===== config.mk =====
export PLATFORM = sky130hd
export DESIGN_NAME = shift_tx_scheduler
export DESIGN_NICKNAME = d
export VERILOG_FILES = /design/src/rtl/shift_tx_pkg.sv /design/src/rtl/shift_tx_scheduler_rr_arb2.sv /design/src/rtl/shift_tx_scheduler.sv
export SDC_FILE = /design/constraint.sdc
export NUM_CORES = 1
export LEC_CHECK = 0
export ABC_AREA = 1
export CAP_MARGIN = 40
export CORE_MARGIN = 2
export CORE_UTILIZATION = 30
export CTS_BUF_LIST = sky130_fd_sc_hd__clkbuf_4
export CTS_CLUSTER_SIZE = 16
export DETAILED_ROUTE_END_ITERATION = 6
export SETUP_SLACK_MARGIN = 0.3
export SYNTH_ARGS = -nofsm -noshare
export SYNTH_HDL_FRONTEND = slang
export SYNTH_SLANG_ARGS = --single-unit

===== constraint.sdc =====
create_clock -name clk -period 3.25 [get_ports clk]
set_input_delay 0.4875 -clock clk [delete_from_list [all_inputs] [get_ports clk]]
set_output_delay 0.4875 -clock clk [all_outputs]
set_load 0.02 [all_outputs]

===== src/rtl/shift_tx_pkg.sv =====
`default_nettype none
// +----------------------------------------------------------------+
// | shift_tx_pkg: shared types/constants for shift_tx_scheduler    |
// | Rev 1.0                                                        |
// +----------------------------------------------------------------+
package shift_tx_pkg;
  typedef enum logic [1:0] {
    ST_IDLE  = 2'd0,
    ST_SHIFT = 2'd1,
    ST_GAP   = 2'd2
  } state_t;

  localparam int DEFAULT_W = 8;
  localparam int NUM_REQ   = 2;
endpackage
`default_nettype wire


===== src/rtl/shift_tx_scheduler_rr_arb2.sv =====
`default_nettype none
// +----------------------------------------------------------------+
// | rr_arb2: two-input round-robin arbiter (pointer kept by parent)|
// | Rev 1.0                                                        |
// +----------------------------------------------------------------+
module rr_arb2
  import shift_tx_pkg::*;
(
  input  logic [NUM_REQ-1:0] valid,
  input  logic               last,
  output logic [NUM_REQ-1:0] grant,
  output logic               idx
);
  always_comb begin
    idx   = 1'b0;
    grant = '0;
    // On contention the requester not served last time wins.
    if (valid == 2'b11) begin
      idx = ~last;
    end else begin
      idx = valid[1];
    end
    if (|valid) begin
      grant = idx ? 2'b10 : 2'b01;
    end
  end
endmodule
`default_nettype wire


===== src/rtl/shift_tx_scheduler.sv =====
`default_nettype none
// +----------------------------------------------------------------+
// | shift_tx_scheduler: arbitrated MSB-first parallel-to-serial TX |
// | Rev 1.0                                                        |
// +----------------------------------------------------------------+
module shift_tx_scheduler
  import shift_tx_pkg::*;
#(
  parameter int W   = DEFAULT_W,
  parameter int GAP = 1
) (
  input  logic                   clk,
  input  logic                   rst,
  input  logic                   shift_en,
  input  logic [NUM_REQ-1:0]     req_valid,
  input  logic [NUM_REQ*W-1:0]   req_data,
  output logic [NUM_REQ-1:0]     req_ready,
  output logic                   ser_out,
  output logic                   ser_valid,
  output logic                   frame_start,
  output logic                   last_bit,
  output logic                   busy,
  output logic                   grant_id
);
  localparam int BW = $clog2(W);
  localparam int GW = (GAP > 0) ? $clog2(GAP + 1) : 1;
  localparam logic [BW-1:0] BIT_LAST = BW'(W - 1);
  localparam logic [GW-1:0] GAP_LAST = GW'((GAP > 0) ? GAP - 1 : 0);

  state_t               state;
  state_t               state_nxt;
  logic [W-1:0]         shreg;
  logic [BW-1:0]        bitcnt;
  logic [GW-1:0]        gapcnt;
  logic                 rr_last;
  logic [NUM_REQ-1:0]   arb_grant;
  logic                 arb_idx;

  rr_arb2 u_arb (
    .valid (req_valid),
    .last  (rr_last),
    .grant (arb_grant),
    .idx   (arb_idx)
  );

  always_ff @(posedge clk) begin
    if (rst) begin
      state <= ST_IDLE;
    end else begin
      state <= state_nxt;
    end
  end

  always_comb begin
    state_nxt   = state;
    req_ready   = '0;
    ser_out     = 1'b0;
    ser_valid   = 1'b0;
    frame_start = 1'b0;
    last_bit    = 1'b0;
    busy        = (state != ST_IDLE);
    case (state)
      ST_IDLE: begin
        // Ready is masked during reset: no word is taken on a reset edge.
        req_ready = rst ? '0 : arb_grant;
        if (|req_valid) begin
          state_nxt = ST_SHIFT;
        end
      end
      ST_SHIFT: begin
        ser_valid   = 1'b1;
        ser_out     = shreg[W-1];
        frame_start = (bitcnt == '0);
        last_bit    = (bitcnt == BIT_LAST);
        if (shift_en && (bitcnt == BIT_LAST)) begin
          state_nxt = (GAP > 0) ? ST_GAP : ST_IDLE;
        end
      end
      ST_GAP: begin
        if (shift_en && (gapcnt == GAP_LAST)) begin
          state_nxt = ST_IDLE;
        end
      end
      default: state_nxt = ST_IDLE;
    endcase
  end

  always_ff @(posedge clk) begin
    if (rst) begin
      shreg    <= '0;
      bitcnt   <= '0;
      gapcnt   <= '0;
      rr_last  <= 1'b1;
      grant_id <= 1'b0;
    end else begin
      case (state)
        ST_IDLE: begin
          if (|req_valid) begin
            shreg    <= arb_idx ? req_data[2*W-1:W] : req_data[W-1:0];
            grant_id <= arb_idx;
            rr_last  <= arb_idx;
            bitcnt   <= '0;
          end
        end
        ST_SHIFT: begin
          if (shift_en) begin
            shreg  <= {shreg[W-2:0], 1'b0};
            bitcnt <= bitcnt + 1'b1;
            if (bitcnt == BIT_LAST) begin
              gapcnt <= '0;
            end
          end
        end
        ST_GAP: begin
          if (shift_en) begin
            gapcnt <= gapcnt + 1'b1;
          end
        end
        default: ;
      endcase
    end
  end
endmodule
`default_nettype wire


# Word-level counts from Yosys, hierarchy flattened
# Cells that the tools add are included.
# Widths: inputs -> output; s select.
[classes] n_addsub=2 mul=0 div_mod_pow=0 magnitude_cmp=0 n_eq_ne=10 n_shift=0 mux=24 bitwise_logic=2 reduce_logical=12
[op_table] op="$mux 8" n=3
[op_table] op="$pmux 8 s2" n=1
[op_table] op="$mux 2" n=7
[op_table] op="$ne 2x2->1 const B" n=6
[op_table] op="$mux 1" n=8
[op_table] op="$mux 3" n=2
[op_table] op="$pmux 2 s3" n=1
[op_table] op="$pmux 3 s2" n=1
[op_table] op="$reduce_and 3->1" n=2
[op_table] op="$reduce_bool 2->1" n=3
[op_table] op="$eq 2x2->1 const B" n=2
[op_table] op="$reduce_and 4->1" n=1
[op_table] op="$add 3x1->3 const B" n=1
[op_table] op="$eq 3x3->1 const B" n=1
[op_table] op="$logic_not 3->1" n=1
[op_table] op="$eq 2x1->1 const B" n=1
[op_table] op="$logic_and 1x1->1" n=2
[op_table] op="$logic_not 2->1" n=1
[op_table] op="$not 1->1" n=2
[op_table] op="$pmux 1 s2" n=1
[op_table] op="$reduce_and 2->1" n=1
[op_table] op="$reduce_or 2->1" n=1
[op_table] op="$add 1x1->1 const B" n=1
[word_totals] register_bits=16 latchBits=0 mem_bits_rw=0 mem_bits_ro=0 in_bits=21 output_inout_bits=8 word_cells=56 memories=0

# Depth between registers and ports, before layout
[logic_depth] depth_word=6 depth_mapped=9 depth_no_buf=7

# Hierarchy
# Synthesis repeated with hierarchy kept, for this count alone.
[unflattened] cells_unflattened=185 area_unflattened_um2=1042.2
[by_module_without_submodules] mod="shift_tx_scheduler" instances=1 cells_per_inst=179 area_each_um2=1017.2 seq_area_each_um2=320.3
[by_module_without_submodules] mod="rr_arb2" instances=1 cells_per_inst=6 area_each_um2=25.0 seq_area_each_um2=0.0

# Worst setup path after synthesis
# OpenSTA, ideal clock, no wires.
[synth_timing] path_kind="in2out" startpoint="in req_valid[1]" endpoint="out req_ready[0]" arrival_time_ns=1.441 setup_slack_ns=1.322 cell_stages=6 n_path_buf=2 path_cell_list="buf_4 > inv_1 > nand2_1 > nand2_2 > buf_4 > nor3_1"
[synth_via] elab_chain_cells=6 word_cells_on_any_way=7 cone_classes="1 x eq/ne; 5 x mux; 1 x reduce/logical"
[synth_lines] item="from (decl)" line="shift_tx_scheduler.sv:15" text="input logic [NUM_REQ-1:0] req_valid,"
[synth_lines] item="$eq 2x2->1" line="shift_tx_scheduler_rr_arb2.sv:18" text="if (valid == 2'b11) begin"
[synth_lines] item="$mux 1" line="shift_tx_scheduler_rr_arb2.sv:18"
[synth_lines] item="$mux 2" line="shift_tx_scheduler_rr_arb2.sv:24" text="grant = idx ? 2'b10 : 2'b01;"
[synth_lines] item="$mux 2 *" line="shift_tx_scheduler_rr_arb2.sv:23" text="if (|valid) begin"
[synth_lines] item="$mux 2 *" line="shift_tx_scheduler.sv:65" text="req_ready = rst ? '0 : arb_grant;"
[synth_lines] item="$mux 2 *" line="shift_tx_scheduler.sv:62" text="case (state)"
[synth_lines] item="to (decl)" line="shift_tx_scheduler.sv:17" text="output logic [NUM_REQ-1:0] req_ready,"
# Every way passes the cells marked *; elsewhere a longest branch is shown, timed or not.

# Worst setup path in the final report
[layout_timing] startpoint="in req_valid[1]" endpoint="out req_ready[1]"
# Same word-level chain as after synthesis.

==> flow_summary.yaml <==
timing:
  hold_viol_final: 0
  slew_violations: 0
  rsz0062_at_grt: "no"
  tns_ps: 0
  finalSetupViolCount: 0
  tightest_slew_ps: 350
  period_needed_ps: 2760
  final.setup.worst_slack_ps: 492
  holdWs_ps: 478
  period_share_pct: 84.9
  max_freq_mhz: 363
  worst_clock_skew_ps: 0.513
  slew_headroom_pct: 76.6
global_route:
  grt_max_degree: 23
  grt_use_total_pct: 13.7
  antenna_found_initial: 0
  grt_pass1_vias: 1020
  grt_pass1_wl_um: 4280
  gr-total-overflow: 0
die:
  io-pin-count: 29
  dieArea_um2: 3890
  start_util_pct: 30.8
  coreArea_um2: 3310
  die_w_um: 62.3
  rows: 21
  dieHeight_um: 62.3
logic_synthesis:
  syn_area_per_cell_um2: 6.50
  syn_area_um2: 1020
  syn_nets: 181
  syn_inst: 157
  synth_most_common_cell: "nand2_1"
  synth_common_cells: "nand2_1, inv_1, nand3_1, nor2_1, dfxtp_1"
  yosysSeqAreaShare_pct: 31.4
  ys_ff_latch: 16
  synth-edff-count: 0
  async_reset_ff_share_pct: 0
  ys_types: 22
  synth_top_area_share_pct: 31.4
  synth-main-ff-cell: "dfxtp_1"
  yosysWarningCount: 0
  synth_top_area_cell: "dfxtp_1"
  yosys-top-cells-area: "dfxtp_1, nand3_1, nand2_1"
critical_path:
  critPathMaxFanout: 9
  cp.required_ps: 2760
  cp-end-kind: "output pin"
  path_class: "primary input to output pin"
  critPathArrivalTime_ps: 2270
  cp-start-kind: "primary input"
  r2r_slack_ps: 1800
place:
  hpwl_um: 1900
  preCtsSetupSlack_ps: 417
  place_congestion: 0.823
  dp.cells: 226
  port_buffers: 28
detailed_routing:
  wl_met3_um: 109
  wl_met1_um: 1100
  drt_iter0_drc: 56
  vias: 1048
  drt-wirelength-per-cell_um: 10.9
  dr.max_layer_used: "met4"
  wl_um: 2500
  dr.pass1.iters: 5
  vias_per_cell: 4.58
  drc: 0
  met2WireLength_um: 1230
  drtAntennaViolNets: 0
power_and_ir_drop:
  seqPwrFrac_pct: 47.4
  power_frac_comb_pct: 30.6
  clkPwrFrac_pct: 22.0
  leakagePower_uw: 0.000633
  worst_ir_drop_vdd_mv: 0.194
  netSwitchingFraction_pct: 31.3
  p_int_uw: 320
  cellPowerDensity_nw_per_um2: 347
  p_switching_uw: 146
cells_and_area:
  fin_cells: 229
  area_growth_syn_to_layout_pct: 31.7
  diodes: 0
  nFillCells: 363
  drive_gt1_share_pct: 8.20
  final_util_pct: 40.6
  fin_nets: 209
run_status:
  outcome: "completed"
clock_tree:
  clock_path_buffers: 2
  ctsHtreeMaxLevel: 1
  cts_tree: "yes"
  cts_hold_buf: 0
  clk_pin_slew_ps: 90
  cts_made_buffers: 3
  insertion_delay_ps: 280
  root_buffer: "clkbuf_4"
  clock_sinks: 16
worst_hold_path:
  min_path_type: "register to register"
job:
  max_cap_violations: 0
flip-flops by register name (all words and copies together) (netlist names):
register and cells:
shreg 8, bitcnt 3, state 2, gapcnt 1, grant_id 1, rr_last 1
power by group through the flow:
stage          registers (uW)  clock network (uW)  logic, uW
2_1_floorplan             222                   0       94.8
6_report                  221                 103        142
5_1_grt                   223                 120        159
4_1_cts                   221                 109        143
3_3_place_gp              225                   0        140
3_5_place_dp              226                   0        142
critical path: stages:
cell	delay, ps
clkdlybuf4s50_1	650
nand2_2	190
inv_1	140
nand2_1	100
nor2_1	100
clkdlybuf4s50_1	610
logic make-up after synthesis:
kind of cell / Yosys count / synth area share [%]
adders and majority gates: 3 / 3.68
buffers and inverters: 34 / 15.2
DFF: 16 / 31.4
AOI/OAI and AO/OA: 15 / 7.72
and+or+nand+nor: 89 / 42.0
metal layers:
metal	GRT usage, %	vias up
li1	-	547
met4	6.39	0
met5	0	-
met1	15.2	469
met2	23.9	26
met3	3.99	6
metrics by stage:
stage               instance area (um2)  power [uW]
floorplan                          1020         317
global placement                   1320         365
detailed placement                 1320         368
CTS                                1340         473
global route                       1350         502
finish                             1350         466
cell usage in the layout (no fill, tap or decap):
master           count
a21oi_1             12
ha_1                 3
clkdlybuf4s50_1     28
nand2_1             29
dfxtp_1             16
nand4_1              4
nand3_2              1
buf_4                2
nand3_1             23
inv_2                2
inv_1               25
o21ai_0              2
nand3b_4             1
nor2_1              20
nor3_1               1
and2_1               1
nand2_2              4
nand3b_1             4
a21oi_2              1
clkbuf_4             3
nor2_4               1
final timing paths:
path,to,from,cells past startpoint
setup / recovery,req_ready[1],req_valid[1],6
hold reg to reg,grant_id$_SDFFE_PP0P_,grant_id$_SDFFE_PP0P_,2
hold / removal,grant_id$_SDFFE_PP0P_,grant_id$_SDFFE_PP0P_,2
setup reg to reg,shreg[4]$_SDFFE_PP0P_,state[0]$_SDFFE_PP0P_,6
what timing repair did:
action	4_1_cts	5_1_grt
hold endpoints to repair	0	0
setup buffers	0	0
endpoints found under the setup margin	0	1
resized for setup	0	1
cell type report:
cell class	count	area [um2]	area share [%]
Clock buffer	3	22.5	1.67
Timing Repair Buffer	30	295	22.0
Tap cell	46	57.6	4.28
Multi-Input combinational cell	107	548	40.7
Sequential cell	16	320	23.8
Inverter	27	101	7.53
(Power assumes the default switching activity.)
